**config.mk**
```make
export PLATFORM = sky130hd
export DESIGN_NAME = spi_bus_arbiter
export DESIGN_NICKNAME = d
export VERILOG_FILES = /design/src/rtl/spi_bus_arbiter.sv
export SDC_FILE = /design/constraint.sdc
export NUM_CORES = 1
export LEC_CHECK = 0
export ABC_AREA = 1
export CELL_PAD_IN_SITES_DETAIL_PLACEMENT = 1
export CELL_PAD_IN_SITES_GLOBAL_PLACEMENT = 2
export CORE_UTILIZATION = 29
export CTS_CLUSTER_DIAMETER = 150
export DETAILED_ROUTE_END_ITERATION = 10
export GPL_ROUTABILITY_DRIVEN = 0
export PLACE_DENSITY_LB_ADDON = 0.1
export SLEW_MARGIN = 20
export SYNTH_ARGS = -nofsm -noshare
export SYNTH_HDL_FRONTEND = slang
export SYNTH_SLANG_ARGS = --single-unit
```
**constraint.sdc**
```tcl
create_clock -name clk_i -period 4.8 [get_ports clk_i]
set_clock_uncertainty 0.15 [all_clocks]
set_input_delay 0.72 -clock clk_i [delete_from_list [all_inputs] [get_ports clk_i]]
set_output_delay 0.72 -clock clk_i [all_outputs]
set_load 0.02 [all_outputs]
```
**src/rtl/spi_bus_arbiter.sv**
```systemverilog
// Two-requester arbiter in front of a byte-level SPI shift engine.
// Grants whole frames round-robin and owns chip-select timing: setup before the first byte,
// hold after the last engine completion and a minimum gap before the next grant. Bytes are
// passed to the engine one at a time and each received byte is returned to the frame owner.
//
// Ports
//   clk_i, rst_ni        system clock, asynchronous active-low reset
//   req_valid_i[1:0]     per-requester byte valid
//   req_data_i[15:0]     [8i+7:8i] byte from requester i
//   req_last_i[1:0]      byte closes the frame
//   req_ready_o[1:0]     byte accepted when valid & ready (combinational)
//   rsp_valid_o[1:0]     one-cycle pulse, rsp_data_o belongs to requester i
//   rsp_data_o[7:0]      received byte
//   grant_o[1:0]         one-hot frame owner, 0 when idle
//   abort_o[1:0]         one-cycle pulse, owner's frame aborted by inactivity timeout
//   eng_start_o          one-cycle pulse, engine shifts eng_tx_data_o
//   eng_tx_data_o[7:0]   byte for the engine
//   eng_busy_i           engine is shifting
//   eng_done_i           one-cycle pulse, eng_rx_data_i valid
//   eng_rx_data_i[7:0]   byte received by the engine
//   cs_o                 active-low chip select
module spi_bus_arbiter #(
  parameter int unsigned CS_SETUP_CYCLES = 2,
  parameter int unsigned CS_HOLD_CYCLES  = 2,
  parameter int unsigned CS_GAP_CYCLES   = 2,
  parameter int unsigned TIMEOUT_CYCLES  = 1024
) (
  input  logic        clk_i,
  input  logic        rst_ni,
  input  logic [1:0]  req_valid_i,
  input  logic [15:0] req_data_i,
  input  logic [1:0]  req_last_i,
  output logic [1:0]  req_ready_o,
  output logic [1:0]  rsp_valid_o,
  output logic [7:0]  rsp_data_o,
  output logic [1:0]  grant_o,
  output logic [1:0]  abort_o,
  output logic        eng_start_o,
  output logic [7:0]  eng_tx_data_o,
  input  logic        eng_busy_i,
  input  logic        eng_done_i,
  input  logic [7:0]  eng_rx_data_i,
  output logic        cs_o
);

  function automatic int unsigned max2(input int unsigned a, input int unsigned b);
    return (a > b) ? a : b;
  endfunction

  localparam int unsigned MaxCycles = max2(max2(CS_SETUP_CYCLES, CS_HOLD_CYCLES),
                                           max2(CS_GAP_CYCLES, TIMEOUT_CYCLES));
  localparam int unsigned CntW      = (MaxCycles < 1) ? 1 : $clog2(MaxCycles + 1);

  localparam logic [CntW-1:0] SetupLast = CntW'(CS_SETUP_CYCLES - 1);
  localparam logic [CntW-1:0] HoldLast  = CntW'(CS_HOLD_CYCLES - 1);
  localparam logic [CntW-1:0] GapLast   = CntW'(CS_GAP_CYCLES - 1);
  localparam logic [CntW-1:0] TmoLast   =
      CntW'((TIMEOUT_CYCLES == 0) ? 0 : TIMEOUT_CYCLES - 1);

  typedef enum logic [2:0] {
    StIdle,
    StSetup,
    StArmed,
    StWait,
    StHold,
    StGap
  } state_e;

  state_e          state_q;
  logic [1:0]      grant_q;
  logic            rr_q;          // requester favoured on the next simultaneous request
  logic            last_q;        // in-flight byte closes the frame
  logic [CntW-1:0] cnt_q;         // shared by setup/hold/gap timing and the ARMED timeout
  logic            cs_q;
  logic [1:0]      rsp_valid_q;
  logic [7:0]      rsp_data_q;
  logic [1:0]      abort_q;
  logic            eng_start_q;
  logic [7:0]      eng_tx_data_q;

  logic            owner;
  logic            accept;
  logic [7:0]      owner_byte;
  logic            owner_last;
  logic [CntW-1:0] cnt_inc;

  always_comb begin
    owner       = grant_q[1];
    req_ready_o = ((state_q == StArmed) && !eng_busy_i) ? grant_q : 2'b00;
    accept      = |(req_valid_i & req_ready_o);
    owner_byte  = owner ? req_data_i[15:8] : req_data_i[7:0];
    owner_last  = req_last_i[owner];
    cnt_inc     = (cnt_q == '1) ? cnt_q : cnt_q + 1'b1;
  end

  always_ff @(posedge clk_i or negedge rst_ni) begin
    if (!rst_ni) begin
      state_q       <= StIdle;
      grant_q       <= 2'b00;
      rr_q          <= 1'b0;
      last_q        <= 1'b0;
      cnt_q         <= '0;
      cs_q          <= 1'b1;
      rsp_valid_q   <= 2'b00;
      rsp_data_q    <= 8'h00;
      abort_q       <= 2'b00;
      eng_start_q   <= 1'b0;
      eng_tx_data_q <= 8'h00;
    end else begin
      rsp_valid_q <= 2'b00;
      abort_q     <= 2'b00;
      eng_start_q <= 1'b0;
      unique case (state_q)
        StIdle: begin
          // The requester's byte stays pending; it is accepted later in ARMED.
          if (|req_valid_i) begin
            if (&req_valid_i) begin
              grant_q <= rr_q ? 2'b10 : 2'b01;
              rr_q    <= ~rr_q;
            end else begin
              grant_q <= req_valid_i;
            end
            cs_q    <= 1'b0;
            cnt_q   <= '0;
            state_q <= StSetup;
          end
        end
        StSetup: begin
          if (cnt_q == SetupLast) begin
            cnt_q   <= '0;
            state_q <= StArmed;
          end else begin
            cnt_q <= cnt_inc;
          end
        end
        StArmed: begin
          if (accept) begin
            eng_start_q   <= 1'b1;
            eng_tx_data_q <= owner_byte;
            last_q        <= owner_last;
            cnt_q         <= '0;
            state_q       <= StWait;
          end else if ((TIMEOUT_CYCLES != 0) && (cnt_q == TmoLast)) begin
            abort_q <= grant_q;
            cnt_q   <= '0;
            state_q <= StHold;
          end else begin
            cnt_q <= cnt_inc;
          end
        end
        StWait: begin
          if (eng_done_i) begin
            rsp_valid_q <= grant_q;
            rsp_data_q  <= eng_rx_data_i;
            cnt_q       <= '0;
            state_q     <= last_q ? StHold : StArmed;
          end
        end
        StHold: begin
          if (cnt_q == HoldLast) begin
            cs_q    <= 1'b1;
            grant_q <= 2'b00;
            cnt_q   <= '0;
            state_q <= StGap;
          end else begin
            cnt_q <= cnt_inc;
          end
        end
        StGap: begin
          if (cnt_q == GapLast) begin
            cnt_q   <= '0;
            state_q <= StIdle;
          end else begin
            cnt_q <= cnt_inc;
          end
        end
        default: state_q <= StIdle;
      endcase
    end
  end

  assign rsp_valid_o   = rsp_valid_q;
  assign rsp_data_o    = rsp_data_q;
  assign grant_o       = grant_q;
  assign abort_o       = abort_q;
  assign eng_start_o   = eng_start_q;
  assign eng_tx_data_o = eng_tx_data_q;
  assign cs_o          = cs_q;

endmodule

```
==> results of run 1 <==
[layout make-up]
| class | count | area, µm² |
|---|---|---|
| fill | 851 | 4040 |
| sequential | 40 | 1000 |
| multi-input combinational | 180 | 953 |
| timing repair buffer | 57 | 568 |
| tap | 96 | 120 |
| inverter | 30 | 113 |
| clock buffer | 5 | 68.8 |
| clock inverter | 3 | 46.3 |
[path summary, 6_finish.rpt]
path / end / slack (ns) / depth (start not counted)
worst min register to register: cs_o$_DFFE_PN1P_ / 0.33 / 2
max in group asynchronous: cs_o$_DFFE_PN1P_ / 3.89 / 1
min in group clk_i: cs_o$_DFFE_PN1P_ / 0.33 / 2
worst max register to register: cnt_q[1]$_DFFE_PN0P_ / 2.73 / 8
worst max-delay path: req_ready_o[1] / 1.78 / 3
worst min-delay path: cnt_q[2]$_DFFE_PN0P_ / 0.24 / 1
[routing by layer]
metal	share of wire [%]	up-vias	track usage, %
met4	1.0	0	4.02
met3	3.7	6	3.70
met5	0	-	0
li1	-	955	-
met2	49	32	29.1
met1	46	905	20.9
[power by group through the flow]
| stage | Combinational, mW | Clock, mW | Sequential, mW |
|---|---|---|---|
| 2_1_floorplan | 0.370 | 0 | 0.634 |
| 3_3_place_gp | 0.753 | 0 | 0.553 |
| 3_5_place_dp | 0.762 | 0 | 0.559 |
| 4_1_cts | 0.765 | 0.307 | 0.554 |
| 5_1_grt | 0.828 | 0.319 | 0.570 |
| 6_report | 0.746 | 0.297 | 0.550 |
[logic make-up after synthesis]
logic type	after synthesis
mux	8
simple gates	135
xor+xnor	2
compound gates	33
buf+inv	35
fa+ha+maj	2
flops	40
[per-stage QoR]
| step | hold WS (ns) | instance area [µm²] | std cells |
|---|---|---|---|
| finish | 0.242 | 2870 | 411 |
| global route | 0.292 | 2870 | 411 |
| CTS | 0.339 | 2870 | 411 |
| detailed placement | 0.318 | 2750 | 403 |
| global placement | 0.306 | 2750 | 403 |
| floorplan | 0.274 | 2100 | 255 |
[sequential cells by signal, summed over array words and instances, names as in the netlist]
name,flops
cnt_q,11
eng_tx_data_o,8
rsp_data_o,8
state_q,3
abort_o,2
grant_o,2
rsp_valid_o,2
cs_o,1
eng_start_o,1
last_q,1
rr_q,1
[placed cells by master (no fill, tap or decap), types with 2 or more instances in the layout]
master           synthesis  final
a21oi_1                  5      5
a31oi_1                  9      9
clkbuf_8                 0      5
clkdlybuf4s50_1          0     56
dfrtp_1                 39     39
ha_1                     2      2
inv_1                   27     27
inv_2                    3      3
mux2_2                   8      8
nand2_1                 62     62
nand2_2                  2      2
nand3_1                 19     19
nand4_1                 11     11
nand4_2                  2      2
nor2_1                  28     28
nor2_4                   2      2
nor3_1                   6      6
o21ai_0                 11     11
o21ai_2                  2      2
==> flow_summary.yaml, run 1 <==
power_and_ir_drop:
  p_int_uw: 932
  pwr-share-seq_pct: 34.5
  p_comb_share_pct: 46.8
  vdd_drop_max_v: 0.000213
  power_density_nw_per_um2: 555
  power.total_mw: 1.59
  leakage_nw: 1.27
  p_sw_share_pct: 41.5
  p_sw_uw: 661
  p_clk_share_pct: 18.6
critical_path:
  path_buf_inv: 2
  crit_path_start_kind: "flip-flop"
  endpoint_kind: "output port"
  crit_slowest_cell: "dfrtp_1"
  regToRegStartpoint: "state_q[2]$_DFFE_PN0P_"
  cp_top_family: "buffers and inverters"
  critPathMaxFanout: 13
  path_cells: "inv_1, nor3_1, clkdlybuf4s50_1"
  worst-endpoint-required_ns: 3.93
  slowest_delay_ns: 0.64
  arrival_ns: 2.15
  crit_type: "flip-flop to output port"
  critPathLaunch: "grant_o[1]$_DFFE_PN0P_"
routing:
  vias: 1898
  drc: 0
  final_antenna_net_count: 0
  drt_wl_total_mm: 5.87
  drt_pass1_iterations: 4
  wl_per_cell_um: 14.3
  drt-initial-drc-count: 54
  vias_per_cell: 4.62
grt:
  grt_usage_pct: 16.7
  grt_overflow: 0
  grt_max_degree: 41
  grt_first_pass_wirelength_mm: 9.67
  grt_pass1_vias: 1968
  antenna_found_initial: 0
synthesis:
  synth_seq_cells: 40
  avgSynthCellArea_um2: 8.25
  yosys.cell_types.count: 32
  synthMuxAreaShare_pct: 4.28
  synthXorXnorAreaFrac_pct: 0.833
  synth-adder-area-share_pct: 1.19
  synth-compound-area-share_pct: 9.58
  yosys.area_share.simple_pct: 29.4
  syn_inst: 255
  synth_top_area_share_pct: 46.4
  synthTopCellsByCount: "nand2_1, dfrtp_1, nor2_1"
  yosysSeqAreaShare_pct: 47.7
  synth_top_family_by_area: "simple AND/OR/NAND/NOR gates"
  async_flop_share_pct: 100
  yosysWarnings: 0
  synth-edff-count: 0
  synth_area_leaders: "dfrtp_1, nand2_1, nor2_1"
  yosysTopAreaCell: "dfrtp_1"
  synthMostInstantiatedCell: "nand2_1"
  syn_area_um2: 2100
  synthFlopType: "dfrtp_1"
  syn_nets: 289
place:
  post-place-ws_ns: 1.94
  hpwl_mm: 4.42
  portBuffers: 57
flow_run:
  maxCapViolCount: 0
sta:
  tightest_slew_ns: 0.654
  relSlewSlack_pct: 56.3
  clock.fmax_mhz: 331
  slew_violations: 0
  tns_ns: 0
  setup_viol: 0
  period_minus_slack_ns: 3.02
  post-route-period-util_pct: 63.0
  grt_setup_unrepaired: "no"
  finalHoldViolCount: 0
  setup_slack_ns: 1.78
cts:
  clock_path_buffers: 2
  cts_hold_buf: 0
  cts_setup_buffers: 0
  cts_tree: "built"
  cts_resized: 0
  cts.sinks: 40
  clk_pin_slew_ns: 0.09
  h-tree-depth: 2
  insertion_delay_ns: 0.30
  root_buffer: "clkbuf_8"
  cts_buffers: 5
die:
  start_util_pct: 30.5
  core_area_um2: 6910
  die_y_um: 87.2
  dieArea_um2: 7600
  num_rows: 30
  io_pins: 58
  die_w_um: 87.2
layout:
  nets: 348
  syn2layout_area_growth_pct: 36.5
  drive_gt1_share_pct: 10.5
  utilization_pct: 41.6
  diodes: 0
status:
  status: "complete, no violations"
hold_path:
  timing.hold.worst.class: "input port to asynchronous set/reset pin"
Power figures use the tool's default switching activity.
==> run 2, diff against run 1 <==
--- a/config.mk
+++ b/config.mk
@@ -8,7 +8,7 @@
 export ABC_AREA = 1
 export CELL_PAD_IN_SITES_DETAIL_PLACEMENT = 1
 export CELL_PAD_IN_SITES_GLOBAL_PLACEMENT = 2
-export CORE_UTILIZATION = 29
+export CORE_UTILIZATION = 27
 export CTS_CLUSTER_DIAMETER = 150
 export DETAILED_ROUTE_END_ITERATION = 10
 export GPL_ROUTABILITY_DRIVEN = 0
==> constraint.sdc (replaced) <==
create_clock -name clk_i -period 3 [get_ports clk_i]
set_clock_uncertainty 0.15 [all_clocks]
set_input_delay 0.45 -clock clk_i [delete_from_list [all_inputs] [get_ports clk_i]]
set_output_delay 0.45 -clock clk_i [all_outputs]
set_load 0.02 [all_outputs]
==> run 2 against run 1 <==
Compared with the run above:
- the run now ends with hold timing left
- sequential cell count unchanged
- via count rose by 1.4%
- combinational power grew 66%
- die area is 7.2% higher
- first-iteration DRC count rose by 9.3%
- global-route usage shrank 1.2 points
- clock power is 61% higher
- critical endpoint unchanged
- largest power group unchanged
==> flow_summary.yaml, run 2 (synthesized netlist as in run 1, its figures left out) <==
die:
  die_y_um: 90.3
  num_rows: 31
  core_area_um2: 7410
  start_util_pct: 28.4
  io_pins: 58
  dieArea_um2: 8150
  die_w_um: 90.3
sta:
  tns_ns: 0
  setup_viol: 0
  hold_ws_ns: -0.0102
  finalHoldViolCount: 19
  tightest_slew_ns: 0.553
  post-route-period-util_pct: 84.7
  clock.fmax_mhz: 393
  grt_setup_unrepaired: "no"
  slew_violations: 0
  setup_slack_ns: 0.458
  relSlewSlack_pct: 63.2
  period_minus_slack_ns: 2.54
flow_run:
  maxCapViolCount: 0
cts:
  clock_path_buffers: 2
  h-tree-depth: 2
  cts.sinks: 40
  cts_setup_buffers: 0
  cts_resized: 0
  cts_buffers: 5
  cts_hold_buf: 0
  cts_tree: "built"
  insertion_delay_ns: 0.29
  root_buffer: "clkbuf_8"
  clk_pin_slew_ns: 0.08
routing:
  drt-initial-drc-count: 59
  drc: 0
  vias_per_cell: 4.63
  final_antenna_net_count: 0
  drt_pass1_iterations: 4
  wl_per_cell_um: 14.0
  vias: 1924
  drt_wl_total_mm: 5.84
place:
  placed_cells: 408
  hpwl_mm: 4.35
  post-place-ws_ns: 0.669
  portBuffers: 57
critical_path:
  path_cells: "inv_2, nand2_2, nor2_4, inv_1, nor3_1, clkdlybuf4s50_1"
  critPathMaxFanout: 7
  endpoint_kind: "output port"
  arrival_ns: 1.94
  crit_slowest_cell: "clkdlybuf4s50_1"
  crit_path_start_kind: "flip-flop"
  reg2reg_slack_ns: 0.92
  path_buf_inv: 3
  cp_top_family: "buffers and inverters"
  worst-endpoint-required_ns: 2.40
  slowest_delay_ns: 0.64
  crit_type: "flip-flop to output port"
layout:
  nets: 350
  drive_gt1_share_pct: 11.0
  top_register: "cnt_q"
  utilization_pct: 39.1
  diodes: 0
  finalNonFillerCells: 416
  syn2layout_area_growth_pct: 37.7
  largest_reg_flops: 11
  layout_common_cells: "nand2_1, clkdlybuf4s50_1, dfrtp_1, nor2_1, inv_1"
  layout.cells.most_common: "nand2_1"
grt:
  grt_first_pass_wirelength_mm: 10.2
  grt_busiest_layer: "met2"
  grt_max_degree: 41
  use_met1_pct: 21.3
  antenna_found_initial: 0
  use_met2_pct: 23.8
  grt_overflow: 0
  grtUsageMet3_pct: 4.97
  grt_pass1_vias: 2062
  grt_usage_pct: 15.5
power_and_ir_drop:
  leakage_nw: 1.29
  vdd_drop_max_v: 0.000318
  power_density_nw_per_um2: 887
status:
  violations: "hold timing"
  status: "finished with violations"
hold_path:
  timing.hold.worst.class: "input port to asynchronous set/reset pin"
[run 2: cell types whose count changed in the layout (fill, tap and decap cells not counted)]
cell,change
clkbuf_8,+1
clkinv_4,+1
buf_4,+2
clkinvlp_4,-1
inv_6,-1
[run 2: final timing paths]
check	start	end	cells past startpoint
min in group clk_i	cs_o$_DFFE_PN1P_	cs_o$_DFFE_PN1P_	2
max in group asynchronous	rst_ni	cnt_q[8]$_DFFE_PN0P_	1
hold reg to reg	cs_o$_DFFE_PN1P_	cs_o$_DFFE_PN1P_	2
setup / recovery	state_q[2]$_DFFE_PN0P_	req_ready_o[1]	6
setup reg to reg	cnt_q[0]$_DFFE_PN0P_	cnt_q[0]$_DFFE_PN0P_	10
hold / removal	rst_ni	rr_q$_DFFE_PN0P_	1
[run 2: final cells by class]
class / count / area, µm²
inverters: 30 / 113
fillers: 913 / 4510
repair buffers: 59 / 583
clock inverters: 2 / 38.8
flip-flops and latches: 40 / 1000
well taps: 99 / 124
multi-input cells: 180 / 953
clock buffers: 6 / 82.6
[run 2: report_power, final]
part / switching (mW) / internal, mW
clock network: 0.204 / 0.272
registers: 0.131 / 0.726
logic: 0.711 / 0.525
total: 1.05 / 1.52
[run 2: routing by layer]
metal	up-vias	part of all wire (%)
met2	40	44
li1	965	-
met5	-	0
met4	0	0.75
met1	914	49
met3	5	6.0
[run 2: stage by stage]
step                      instance area [µm²]  hold slack [ns]  total power [mW]
after floorplan                          2100          0.00441              1.61
after global placement                   2770            0.318              2.12
after detailed placement                 2770            0.316              2.12
after CTS                                2890            0.191              2.62
after global routing                     2900           0.0287              2.79
final                                    2900          -0.0102              2.57
[run 2: worst reg2reg max path, cell delays in order, from the launching register on]
cell and delay [ns]:
dfrtp_1 0.45, ha_1 0.21, nand2_1 0.15, nor2_4 0.17, nand3_1 0.23, inv_1 0.29
nand2_1 0.08, nand2_1 0.07, inv_1 0.05, nand3_1 0.06, nand3_1 0.07
==> run 3, diff against run 2 <==
==> constraint.sdc (replaced) <==
create_clock -name clk_i -period 2.4 [get_ports clk_i]
set_clock_uncertainty 0.15 [all_clocks]
set_input_delay 0.36 -clock clk_i [delete_from_list [all_inputs] [get_ports clk_i]]
set_output_delay 0.36 -clock clk_i [all_outputs]
set_load 0.02 [all_outputs]
==> run 3 against run 2 <==
Compared with the run above:
- the run still ends with hold timing left
- hold slack got worse by 0.012 ns
- first-iteration DRC count did not move
- via count is 1.7% higher
- wire length grew 1.3%
- design area increased by 0.43%
- critical path depth shrank 5
- register-to-register slack got worse by 0.43 ns
- clock power grew 1%
- count of clock-buffer cells in the layout rose by 1
- sequential share of layout area down 0.15 points
- largest power group unchanged
==> flow_summary.yaml, run 3 (synthesized netlist as in run 1, its figures left out) <==
status:
  status: "finished with violations"
  violations: "hold timing"
die:
  dieArea_um2: 8150
  num_rows: 31
  die_w_um: 90.3
  die_y_um: 90.3
  start_util_pct: 28.4
  io_pins: 58
  core_area_um2: 7410
power_and_ir_drop:
  pwr-share-seq_pct: 34.6
  p_comb_share_pct: 49.9
  leakage_nw: 1.33
  p_sw_share_pct: 41.8
  p_sw_mw: 1.31
  p_int_mw: 1.82
  vdd_drop_max_v: 0.000403
  power_density_nw_per_um2: 1070
  p_clk_share_pct: 15.5
cts:
  cts_hold_buf: 0
  insertion_delay_ns: 0.29
  cts_tree: "built"
  cts_buffers: 5
  root_buffer: "clkbuf_8"
  cts_setup_buffers: 0
  h-tree-depth: 2
  clk_pin_slew_ns: 0.08
  cts.sinks: 40
  clock_path_buffers: 2
critical_path:
  worst-endpoint-required_ns: 1.89
  r2r_end: "cnt_q[2]$_DFFE_PN0P_"
  reg2reg_slack_ns: 0.49
  cp_top_family: "buffers and inverters"
  critPathMaxFanout: 2
  slowest_delay_ns: 0.61
  arrival_ns: 1.44
  path_buf_inv: 1
  r2r_cells: 10
  crit_type: "flip-flop to output port"
  crit_path_start_kind: "flip-flop"
  regToRegStartpoint: "cnt_q[0]$_DFFE_PN0P_"
  endpoint_kind: "output port"
  crit_slowest_cell: "clkdlybuf4s50_1"
  path_cells: "clkdlybuf4s50_1"
flow_run:
  maxCapViolCount: 0
routing:
  vias: 1957
  drc: 0
  dr.max_layer_used: "met4"
  drt_pass1_iterations: 4
  drt_wl_total_mm: 5.91
  routed-wl-met2_mm: 2.67
  drt-initial-drc-count: 59
  vias_per_cell: 4.65
  final_antenna_net_count: 0
  wl_per_cell_um: 14.0
  met3_length_um: 327
  met1_length_mm: 2.86
sta:
  post-route-period-util_pct: 81.4
  relSlewSlack_pct: 63.0
  setup_viol: 0
  hold_ws_ns: -0.0217
  slew_violations: 0
  finalHoldViolCount: 18
  grt_setup_unrepaired: "no"
  tns_ns: 0
  period_minus_slack_ns: 1.95
  tightest_slew_ns: 0.555
  clock.fmax_mhz: 512
place:
  portBuffers: 57
  hpwl_mm: 4.46
  placed_cells: 413
  placed_area_um2: 2810
grt:
  grt_first_pass_wirelength_mm: 10.1
  grt_pass1_vias: 2006
  grt_max_degree: 41
  antenna_found_initial: 0
  grt_usage_pct: 15.4
  grt_overflow: 0
layout:
  drive_gt1_share_pct: 12.1
  syn2layout_area_growth_pct: 38.3
  largest_reg_flops: 11
  layout_common_cells: "nand2_1, clkdlybuf4s50_1, dfrtp_1, nor2_1, inv_1"
  top_register: "cnt_q"
  diodes: 0
  nets: 355
  utilization_pct: 39.3
  layout.cells.most_common: "nand2_1"
  fin_area_um2: 2910
  finalNonFillerCells: 421
hold_path:
  timing.hold.worst.class: "input port to asynchronous set/reset pin"
## run 3: cell type report
type	count	area (µm²)
fillers	898	4500
flip-flops and latches	40	1000
multi-input cells	180	953
repair buffers	64	623
well taps	99	124
inverters	30	113
clock buffers	7	86.3
clock inverters	1	7.51
## run 3: power by group through the flow
stage               combinational (mW)  sequential, mW  clock, mW
global route                      1.73            1.12      0.534
floorplan                        0.740            1.27          0
finish                            1.56            1.08      0.483
CTS                               1.60            1.09      0.509
detailed placement                1.59            1.10          0
global placement                  1.59            1.08          0
## run 3: stage by stage
| step | setup slack (ns) | hold WS, ns | total power, mW |
|---|---|---|---|
| floorplan | 0.605 | -0.0856 | 2.01 |
| global placement | 0.269 | 0.316 | 2.68 |
| detailed placement | 0.257 | 0.309 | 2.68 |
| CTS | 0.0592 | 0.00567 | 3.19 |
| global route | 0.287 | 0.0254 | 3.39 |
| finish | 0.446 | -0.0217 | 3.13 |
## run 3: routing by layer
layer / track usage, % / up-vias
met2: 23.7 / 44
met3: 4.55 / 5
met5: 0 / -
li1: - / 974
met1: 21.2 / 934
met4: 3.63 / 0
## run 3: worst max path at each step
stage	to	startpoint	depth (start not counted)
6_report	cs_o	cs_o$_DFFE_PN1P_	1
5_1_grt	cnt_q[2]$_DFFE_PN0P_	cnt_q[0]$_DFFE_PN0P_	10
4_1_cts	req_ready_o[1]	state_q[2]$_DFFE_PN0P_	6
3_5_place_dp	req_ready_o[1]	eng_busy_i	3
3_3_place_gp	req_ready_o[1]	eng_busy_i	3
2_1_floorplan	req_ready_o[1]	grant_o[1]$_DFFE_PN0P_	3
## run 3: timing repair
| item | 4_1_cts | 5_1_grt |
|---|---|---|
| endpoints found under the hold margin | 0 | 0 |
| resized for setup | 0 | 2 |
| endpoints found under the setup margin | 0 | 2 |
